**config.mk**
```make
export PLATFORM = sky130hd
export DESIGN_NAME = inst_fetch_responder_flat
export DESIGN_NICKNAME = d
export VERILOG_FILES = /design/src/rtl/inst_fetch_responder_if.sv /design/src/rtl/inst_fetch_responder.sv /design/src/flat_wrapper.sv
export SDC_FILE = /design/constraint.sdc
export NUM_CORES = 1
export LEC_CHECK = 0
export BUFFER_PORTS_ARGS = -buffer_cell sky130_fd_sc_hd__clkbuf_2
export CAP_MARGIN = 25
export CORE_AREA = 2 2 77 152
export CTS_CLUSTER_DIAMETER = 50
export DETAILED_ROUTE_END_ITERATION = 12
export DIE_AREA = 0 0 79 154
export GPL_TIMING_DRIVEN = 0
export HOLD_SLACK_MARGIN = 0.03
export PLACE_DENSITY_LB_ADDON = 0.08
export SLEW_MARGIN = 10
export SYNTH_ARGS = -nofsm -noshare
export SYNTH_HDL_FRONTEND = slang
export SYNTH_SLANG_ARGS = --single-unit
```
**constraint.sdc**
```tcl
create_clock -name clk -period 2.55 [get_ports clk]
set_input_delay 0.3825 -clock clk [delete_from_list [all_inputs] [get_ports clk]]
set_output_delay 0.3825 -clock clk [all_outputs]
set_load 0.01 [all_outputs]
```
**src/rtl/inst_fetch_responder_if.sv**
```systemverilog
// Fetch-side and instruction-memory-side signals of the fetch responder.
// The responder takes the slave view. IF and the memory share the master view.
interface inst_fetch_responder_if #(
   parameter int ADDR_W = 32
);
   logic              inst_req_valid;
   logic [ADDR_W-1:0] inst_req_pc;
   logic              inst_req_ack;
   logic              inst_flush;
   logic              inst_valid;
   logic [31:0]       inst_rdata;
   logic              inst_adel;
   logic              mem_arvalid;
   logic [ADDR_W-1:0] mem_araddr;
   logic              mem_arready;
   logic              mem_rvalid;
   logic [31:0]       mem_rdata;
   logic              mem_rready;

   modport slave (
      input  inst_req_valid, inst_req_pc, inst_flush,
      input  mem_arready, mem_rvalid, mem_rdata,
      output inst_req_ack, inst_valid, inst_rdata, inst_adel,
      output mem_arvalid, mem_araddr, mem_rready
   );

   modport master (
      output inst_req_valid, inst_req_pc, inst_flush,
      output mem_arready, mem_rvalid, mem_rdata,
      input  inst_req_ack, inst_valid, inst_rdata, inst_adel,
      input  mem_arvalid, mem_araddr, mem_rready
   );
endinterface

```
**src/rtl/inst_fetch_responder.sv**
```systemverilog
// Instruction fetch responder: one outstanding fetch, alignment check,
// one-entry last-fetch buffer and discard of flushed fetches.
module inst_fetch_responder #(
   parameter int ADDR_W     = 32,
   parameter bit HIT_BUF_EN = 1'b1
) (
   input logic                   clk,
   input logic                   resetn,
   inst_fetch_responder_if.slave bus
);

   typedef enum logic [1:0] {IDLE, AR, R, RESP} state_t;

   state_t            state_q, state_d;
   logic [ADDR_W-1:0] pc_q;
   logic              discard_q;
   logic              buf_valid_q;
   logic [ADDR_W-1:0] buf_tag_q;
   logic [31:0]       buf_data_q;
   logic [31:0]       rdata_q;
   logic              adel_q;

   logic req_ack;
   logic misaligned;
   logic buf_hit;
   logic discard_now;
   logic mem_ret;
   logic resp_valid;

   always_ff @(posedge clk or negedge resetn) begin
      if (!resetn) state_q <= IDLE;
      else         state_q <= state_d;
   end

   // A flush in the current cycle counts as discarding, so a flush that
   // coincides with the data return or the response takes effect at once.
   always_comb begin
      state_d     = state_q;
      req_ack     = 1'b0;
      mem_ret     = 1'b0;
      resp_valid  = 1'b0;
      misaligned  = (bus.inst_req_pc[1:0] != 2'b00);
      buf_hit     = HIT_BUF_EN && buf_valid_q && (buf_tag_q == bus.inst_req_pc);
      discard_now = discard_q | bus.inst_flush;
      case (state_q)
         IDLE: begin
            if (bus.inst_req_valid) begin
               req_ack = 1'b1;
               state_d = (misaligned || buf_hit) ? RESP : AR;
            end
         end
         AR: begin
            if (bus.mem_arready) state_d = R;
         end
         R: begin
            if (bus.mem_rvalid) begin
               mem_ret = 1'b1;
               state_d = discard_now ? IDLE : RESP;
            end
         end
         RESP: begin
            resp_valid = !discard_now;
            state_d    = IDLE;
         end
         default: state_d = IDLE;
      endcase
   end

   always_ff @(posedge clk or negedge resetn) begin
      if (!resetn) begin
         pc_q        <= '0;
         discard_q   <= 1'b0;
         buf_valid_q <= 1'b0;
         buf_tag_q   <= '0;
         buf_data_q  <= '0;
         rdata_q     <= '0;
         adel_q      <= 1'b0;
      end else begin
         if (req_ack) begin
            pc_q <= bus.inst_req_pc;
            if (misaligned) begin
               rdata_q <= '0;
               adel_q  <= 1'b1;
            end else if (buf_hit) begin
               rdata_q <= buf_data_q;
               adel_q  <= 1'b0;
            end
         end
         if (mem_ret && !discard_now) begin
            rdata_q     <= bus.mem_rdata;
            adel_q      <= 1'b0;
            buf_valid_q <= 1'b1;
            buf_tag_q   <= pc_q;
            buf_data_q  <= bus.mem_rdata;
         end
         if (bus.inst_flush) buf_valid_q <= 1'b0;
         if (state_d == IDLE)     discard_q <= 1'b0;
         else if (bus.inst_flush) discard_q <= 1'b1;
      end
   end

   // Combinational outputs are gated so they drop the moment reset asserts.
   assign bus.inst_req_ack = resetn & req_ack;
   assign bus.inst_valid   = resetn & resp_valid;
   assign bus.inst_rdata   = rdata_q;
   assign bus.inst_adel    = adel_q;
   assign bus.mem_arvalid  = resetn & (state_q == AR);
   assign bus.mem_araddr   = resetn ? {pc_q[ADDR_W-1:2], 2'b00} : '0;
   assign bus.mem_rready   = resetn & (state_q == R);

endmodule

```
**src/flat_wrapper.sv**
```systemverilog
// flat-port wrapper written by rule: the top's interface ports become plain ports
module inst_fetch_responder_flat 
#(
   parameter int ADDR_W     = 32,
   parameter bit HIT_BUF_EN = 1'b1
)
  (clk, resetn, bus_inst_req_valid, bus_inst_req_pc, bus_inst_flush, bus_mem_arready, bus_mem_rvalid, bus_mem_rdata, bus_inst_req_ack, bus_inst_valid, bus_inst_rdata, bus_inst_adel, bus_mem_arvalid, bus_mem_araddr, bus_mem_rready);
  inst_fetch_responder_if #(.ADDR_W(ADDR_W)) bus_i ();
  input logic clk;
  input logic resetn;
  input wire logic [$bits(bus_i.inst_req_valid)-1:0] bus_inst_req_valid;
  input wire logic [$bits(bus_i.inst_req_pc)-1:0] bus_inst_req_pc;
  input wire logic [$bits(bus_i.inst_flush)-1:0] bus_inst_flush;
  input wire logic [$bits(bus_i.mem_arready)-1:0] bus_mem_arready;
  input wire logic [$bits(bus_i.mem_rvalid)-1:0] bus_mem_rvalid;
  input wire logic [$bits(bus_i.mem_rdata)-1:0] bus_mem_rdata;
  output wire logic [$bits(bus_i.inst_req_ack)-1:0] bus_inst_req_ack;
  output wire logic [$bits(bus_i.inst_valid)-1:0] bus_inst_valid;
  output wire logic [$bits(bus_i.inst_rdata)-1:0] bus_inst_rdata;
  output wire logic [$bits(bus_i.inst_adel)-1:0] bus_inst_adel;
  output wire logic [$bits(bus_i.mem_arvalid)-1:0] bus_mem_arvalid;
  output wire logic [$bits(bus_i.mem_araddr)-1:0] bus_mem_araddr;
  output wire logic [$bits(bus_i.mem_rready)-1:0] bus_mem_rready;
  assign bus_i.inst_req_valid = bus_inst_req_valid;
  assign bus_i.inst_req_pc = bus_inst_req_pc;
  assign bus_i.inst_flush = bus_inst_flush;
  assign bus_i.mem_arready = bus_mem_arready;
  assign bus_i.mem_rvalid = bus_mem_rvalid;
  assign bus_i.mem_rdata = bus_mem_rdata;
  assign bus_inst_req_ack = bus_i.inst_req_ack;
  assign bus_inst_valid = bus_i.inst_valid;
  assign bus_inst_rdata = bus_i.inst_rdata;
  assign bus_inst_adel = bus_i.inst_adel;
  assign bus_mem_arvalid = bus_i.mem_arvalid;
  assign bus_mem_araddr = bus_i.mem_araddr;
  assign bus_mem_rready = bus_i.mem_rready;
  inst_fetch_responder #(.ADDR_W(ADDR_W), .HIT_BUF_EN(HIT_BUF_EN)) u_core (.clk(clk), .resetn(resetn), .bus(bus_i));
endmodule
```
==> results of run 1 <==
## final timing paths
path	slack, ns	from	to	cells after the start
max	0.13	u_core.buf_tag_q[8]$_DFFE_PN0P_	u_core.bus.inst_rdata[6]$_DFFE_PN0P_	7
min	0.04	resetn	u_core.buf_data_q[11]$_DFFE_PN0P_	2
max reg2reg	0.13	u_core.buf_tag_q[8]$_DFFE_PN0P_	u_core.bus.inst_rdata[6]$_DFFE_PN0P_	7
min reg2reg	0.47	u_core.pc_q[0]$_DFFE_PN0P_	u_core.buf_tag_q[0]$_DFFE_PN0P_	2
max in group asynchronous	1.81	resetn	u_core.buf_tag_q[12]$_DFFE_PN0P_	3
min in group clk	0.21	bus_inst_flush	u_core.buf_valid_q$_DFFE_PN0P_	2
## metal layers
layer  vias up  share of wire (%)
met2       110                 56
met4         0                2.1
met1      2151                 37
met3        23                4.1
met5         -                  0
li1       2043                  -
## stage by stage
| stage | util [%] | hold slack (ns) | total power, mW | setup WS (ns) |
|---|---|---|---|---|
| 2_1_floorplan | - | 0.0869 | 5.31 | 0.425 |
| 3_3_place_gp | 60.8 | 0.451 | 6.16 | -1.45 |
| 3_5_place_dp | 61.2 | 0.293 | 6.32 | -0.0513 |
| 4_1_cts | 66.9 | 0.0766 | 8.79 | 0.0273 |
| 5_1_grt | 67.1 | 0.108 | 9.26 | 0.0107 |
| 6_report | 67.1 | 0.0423 | 8.72 | 0.131 |
## kinds of logic (layout without fill, tap and decap cells)
| kind of cell | count (synthesis) | in the layout | synth area share (%) |
|---|---|---|---|
| other | 1 | 2 | 0.0646 |
| XOR/XNOR | 31 | 31 | 4.68 |
| multiplexers | 32 | 32 | 6.21 |
| AND/OR/NAND/NOR | 202 | 202 | 17.8 |
| AO/OA/AOI/OAI | 73 | 73 | 10.6 |
| flip-flops | 133 | 133 | 57.4 |
| buffers and inverters | 31 | 202 | 3.24 |
## synth_stat cells, types with 5 or more instances
cell type  instances  area, µm²
clkbuf_1          20       75.1
nand2_1          104        390
dfrtp_1          133       3330
and2_1            64        400
a21o_1            32        240
xor2_1            14        123
nor4_1             7       43.8
mux2_2            32        360
a221o_1           32        320
xnor2_1           17        149
nand4_1            5       31.3
## worst reg2reg max path, cell delays in order (launching register included)
cell and delay, ns:
dfrtp_1 0.40, xnor2_1 0.28, nand4_1 0.13, or4b_4 0.56, nor4_4 0.32, nor3_2 0.14, buf_6 0.17, a221o_1 0.30
## final cells by class
| type | count | area (µm²) |
|---|---|---|
| Buffer | 29 | 185 |
| Clock buffer | 21 | 470 |
| Clock inverter | 11 | 125 |
| Fill cell | 889 | 3600 |
| Inverter | 2 | 7.51 |
| Multi-Input combinational cell | 340 | 2300 |
| Sequential cell | 133 | 3330 |
| Tap cell | 140 | 175 |
| Timing Repair Buffer | 139 | 747 |
## repair_timing
action / in CTS / in global routing
resized for setup: 1 / 8
hold buffers: 2 / 0
endpoints found under the hold margin: 28 / 0
endpoints found under the setup margin: 1 / 55
setup buffers: 0 / 0
gates cloned: 0 / 0
pin swaps: 0 / 0
## power by group
group / internal, mW / switching (mW) / leakage, nW
clock: 1.52 / 0.912 / 0.278
combinational: 1.31 / 1.25 / 1.90
sequential: 3.08 / 0.641 / 1.68
total: 5.91 / 2.81 / 3.86
## registers in the layout, summed over array words and instances, names as in the netlist
register               cells
u_core.buf_data_q         32
u_core.buf_tag_q          32
u_core.buf_valid_q         1
u_core.bus.inst_adel       1
u_core.bus.inst_rdata     32
u_core.discard_q           1
u_core.pc_q               32
u_core.state_q             2
==> run summary, run 1 <==
status = complete, no violations
io pins = 139
DRC Markers = 0
Synth Area per Inst = 11.5 µm²
GRT Total Usage = 25.1%
Fin. Hold Viols = 0
Clk Latency, worst-skew pair = 0.42 ns
YS warnings = 0
P_leak = 3.86 nW
core area = 10900 µm²
clock buffer depth = 2
Setup TNS = 0 ns
skew final = 0.00874 ns
Placer Congestion = 0.806
GR met1 Demand/Resource = 27.0%
commonest non-fill, non-tap cell in the layout = clkbuf_2
Clock Pin Slew Worst Setup and Hold Paths = 0.06 ns
Mapped Area = 5800 µm²
Post-synth EDFFs = 0
post-route ant nets = 0
htree depth = 4
measured slew at the worst slew-check pin = 0.594 ns
CP max FO = 10
Final Non-Filler Cells = 815
HPWL Detailed = 10300 µm
Post-Synthesis Cells = 503
Cell Area, Placed = 6700 µm²
die width = 79 µm
Antenna Cells = 0
maxcap violations = 0
Worst path slowest cell = or4b_4
vias = 4327
overall routed net length = 14200 µm
Top Family by Delay on Critical Path = simple AND/OR/NAND/NOR gates
FF+latch count, synth = 133
post-synthesis async set-or-reset flop share = 100%
port bufs = 136
drt first pass iters = 4
most used routing layer = met2
Yosys cell types = 35
layout cell share with drive strength beyond 1 = 32.9%
drt wl/cell = 17.4 µm
RSZ-0062 raised after global routing = false
CTS tree = built
max incr delay on CP = 0.56 ns
CP required = 2.84 ns
HP Class = input port to asynchronous set/reset pin
CTS Buf Count = 17
number of global-route vias before repair = 4717
largest net degree at the start of global routing = 112
Die Y = 154 µm
Post-layout nets = 732
Peak VDD IR = 942 µV
GR met3 Demand/Resource = 5.63%
Final Cycle Share = 94.8%
FP Rows = 54
critical-path cell list = xnor2_1 > nand4_1 > or4b_4 > nor4_4 > nor3_2 > buf_6 > a221o_1
commonest cells after routing, fill and taps aside = 139 x clkbuf_2, 133 x dfrtp_1, 104 x nand2_1, 64 x and2_1
post-synthesis sequential area ratio = 57.4%
Fmax = 413 MHz
CTS Root Cell = clkbuf_16
initial antenna violation count = 0
final instance area = 7340 µm²
initial DRC count = 180
Area growth syn-to-layout = 26.6%
power density cells = 1190 nW/µm²
crit path capture type = flip-flop
crit path DAT = 2.71 ns
CP Class = flip-flop to flip-flop
initial core utilization = 53.0%
clk sink count = 133
Tmin final = 2.42 ns
final setup violation count = 0
CP Buf/Inv Count = 1
total die area = 12200 µm²
M2 GR Usage = 46.7%
prevailing post-synth register cell = dfrtp_1
CP startpoint kind = flip-flop
first-pass GRT wire length = 23500 µm
DP Cell Count = 781
Max Slew Vio Count = 0
vias per cell = 5.31
grt ovf = 0
Slew Limit Headroom = 60.4%
No activity file was read; power rests on OpenSTA's default activity.
==> run 2, diff against run 1 <==
--- a/config.mk
+++ b/config.mk
@@ -5,13 +5,13 @@
 export SDC_FILE = /design/constraint.sdc
 export NUM_CORES = 1
 export LEC_CHECK = 0
+export ABC_AREA = 1
 export BUFFER_PORTS_ARGS = -buffer_cell sky130_fd_sc_hd__clkbuf_2
 export CAP_MARGIN = 25
-export CORE_AREA = 2 2 77 152
+export CORE_AREA = 2 2 80 158
 export CTS_CLUSTER_DIAMETER = 50
 export DETAILED_ROUTE_END_ITERATION = 12
-export DIE_AREA = 0 0 79 154
-export GPL_TIMING_DRIVEN = 0
+export DIE_AREA = 0 0 82 160
 export HOLD_SLACK_MARGIN = 0.03
 export PLACE_DENSITY_LB_ADDON = 0.08
 export SLEW_MARGIN = 10
==> run 2 against run 1 <==
Non-clock buffer count down 18. Via count up 23%. Sequential share of layout area is 2.1 points lower. Register-to-register slack better by 0.44 ns. Clock skew grew 0.0022 ns. Combinational power rose by 3%. Sequential power decreased by 2%.
==> run summary, run 2 <==
post-synthesis sequential area ratio = 53.1% (-4.3 points)
post-synthesis async set-or-reset flop share = 100% (unchanged)
Combinational Power Share = 29.5% (about the same)
top-count cell post-synth = nand2_1
final setup violation count = 0 (unchanged)
Core Util, Final = 64.3% (-2.8 points)
clk sink count = 133 (unchanged)
status = complete, no violations
multi-input logic area = 2270 µm² (-1.3%)
Fin. Hold Viols = 0 (unchanged)
crit path DAT = 1.86 ns (-0.85 ns)
top cell type's share of synthesized area = 53.1% (-4.3 points)
total die area = 13100 µm² (+7.8%)
Synth area leaders = dfrtp_1 53%, nand2_1 17%, inv_1 7.1%
CTS Buf Count = 17 (unchanged)
Peak VDD IR = 676 µV (-28%)
hold_ws = 0.202 ns (+0.159 ns)
sw power = 3.06 mW (+9.1%)
vias per cell = 5.04 (-5.1%)
overall routed net length = 14900 µm (+5.0%)
first-pass GRT wire length = 24300 µm (+3.5%)
Top Family by Delay on Critical Path = buffers and inverters
clock share of power = 29.8% (+1.9 points)
drt first pass iters = 5 (+1)
number of global-route vias before repair = 5149 (+9.2%)
Antenna Cells = 0 (unchanged)
skew final = 0.0109 ns (+0.00221 ns)
grt ovf = 0 (unchanged)
Yosys cell types = 26 (-26%)
top post-synthesis cells by count = 283 x nand2_1, 133 x dfrtp_1, 118 x inv_1
Placer Congestion = 0.793 (-1.6%)
Worst path slowest cell = dlygate4sd3_1
critical path depth = 6 (-1)
Post-CTS Resized = 0 (-1)
CP Class = input port to output port
setup ws final = 0.307 ns (+0.176 ns)
CTS tree = built
HPWL Detailed = 9580 µm (-7.4%)
initial DRC count = 375 (+110%)
FF+latch count, synth = 133 (unchanged)
die width = 82 µm (+3.8%)
htree depth = 4 (unchanged)
Cells on Worst Hold Path = 2
RSZ-0062 raised after global routing = false
core area = 12000 µm² (+9.5%)
port bufs = 136 (unchanged)
vias = 5343 (+23%)
Post-synth EDFFs = 0 (unchanged)
critical-path cell list = dlygate4sd3_1 > buf_6 > buf_12 > nand2_1 > inv_1 > clkbuf_2
CTS Root Cell = clkbuf_16
Clock Pin Slew Worst Setup and Hold Paths = 0.06 ns (about the same)
commonest non-fill, non-tap cell in the layout = nand2_1
Synth Area per Inst = 8.09 µm² (-30%)
Fillers = 1072 (+21%)
Setup TNS = 0 ns (unchanged)
max incr delay on CP = 0.55 ns (about the same)
CP required = 2.17 ns (-0.67 ns)
power density cells = 1160 nW/µm² (-1.9%)
Clk Latency, worst-skew pair = 0.42 ns (about the same)
Post-Synthesis Cells = 775 (+54%)
commonest cells after routing, fill and taps aside = 282 x nand2_1, 135 x clkbuf_2, 133 x dfrtp_1, 118 x inv_1, 75 x o21ai_0
initial antenna violation count = 0 (unchanged)
Tmin final = 2.24 ns (-0.176 ns)
worst r2r path cells = 9 (+2)
maxcap violations = 0 (unchanged)
Fmax = 446 MHz (+7.8%)
Setup Slack @ Placement = 0.548 ns (+0.599 ns)
CTS Hold Buffers Added = 1 (-1)
crit path capture type = output port
FP Rows = 57 (+5.6%)
Slew Limit Headroom = 46.6% (-14 points)
drt wl/cell = 14.0 µm (-19%)
io pins = 139 (unchanged)
Post-layout nets = 971 (+33%)
layout cell share with drive strength beyond 1 = 21.8% (-11 points)
initial core utilization = 52.3% (-0.66 points)
prevailing post-synth register cell = dfrtp_1
YS warnings = 0 (unchanged)
Final Cycle Share = 87.9% (-6.9 points)
GRT Total Usage = 24.0% (-1.1 points)
HP Class = input port to flip-flop
measured slew at the worst slew-check pin = 0.801 ns (+0.207 ns)
CP startpoint kind = input port
P_leak = 4.33 nW (+12%)
clock buffer depth = 2 (unchanged)
Internal Power = 5.91 mW (about the same)
Die Y = 160 µm (+3.9%)
Reg power frac = 40.7% (-2.0 points)
post-synth top area cell = dfrtp_1
Area growth syn-to-layout = 22.9%
Mapped Area = 6270 µm² (+8.1%)
Sw Ratio = 34.1% (+1.9 points)
Max Slew Vio Count = 0 (unchanged)
CP Buf/Inv Count = 5 (+4)
post-route ant nets = 0 (unchanged)
largest net degree at the start of global routing = 92 (-18%)
CP max FO = 52 (+42)
DRC Markers = 0 (unchanged)
post-CTS setup buffer count = 0 (unchanged)
Register Area = 3330 µm² (unchanged)
## run 2: changes by cell type in the layout (fill, tap and decap cells not counted), sizes merged, moves of 32 or more
cell	previous run	this run
nand2	104	283
a221o	32	0
o21ai	2	75
o31ai	0	32
and2	64	0
a21o	32	0
inv	3	122
## run 2: power by group through the flow
stage          clock [mW]  combinational (mW)  sequential [mW]
3_5_place_dp            0                2.65             3.67
4_1_cts              2.71                2.69             3.65
6_report             2.67                2.65             3.66
5_1_grt              2.79                3.05             3.77
2_1_floorplan           0                1.76             3.64
3_3_place_gp            0                2.58             3.64
## run 2: logic make-up after synthesis
| kind of cell | after synthesis | share of synthesized area [%] |
|---|---|---|
| simple gates | 347 | 22.8 |
| buf+inv | 165 | 10.9 |
| flops | 133 | 53.1 |
| compound gates | 109 | 10.0 |
| xor+xnor | 10 | 1.40 |
| mux | 10 | 1.80 |
| other cells | 1 | 0.0598 |
## run 2: stage by stage
step	instance area [µm²]	cells	power [mW]
6_report	7700	1060	8.97
5_1_grt	7700	1060	9.61
4_1_cts	7700	1060	9.05
3_5_place_dp	7050	1028	6.32
3_3_place_gp	7050	1028	6.23
2_1_floorplan	6270	776	5.40
## run 2: area by class of cell
type                    instances  area share (%)
flip-flops and latches        133            43.2
inverters                     121            5.89
clock inverters                12            2.63
well taps                     147            2.39
clock buffers                  19            5.75
multi-input cells             478            29.5
repair buffers                150            10.6
## run 2: per-layer routing
metal	part of all wire [%]	GRT usage, %	routed length, µm
met2	49	37.4	7230
met5	0	0	0
met1	44	32.2	6570
met4	2.2	10.1	333
met3	5.1	5.03	755
## run 2: path summary, 6_finish.rpt
kind | from | endpoint | slack (ns)
min | bus_inst_flush | u_core.buf_valid_q$_DFFE_PN0P_ | 0.20
min in group asynchronous | resetn | u_core.discard_q$_DFFE_PN0P_ | 0.43
max in group asynchronous | resetn | u_core.bus.inst_rdata[25]$_DFFE_PN0P_ | 1.04
max | resetn | bus_mem_araddr[21] | 0.31
max reg2reg | u_core.state_q[0]$_DFF_PN0_ | u_core.bus.inst_rdata[25]$_DFFE_PN0P_ | 0.57
min reg2reg | u_core.pc_q[1]$_DFFE_PN0P_ | u_core.pc_q[1]$_DFFE_PN0P_ | 0.49
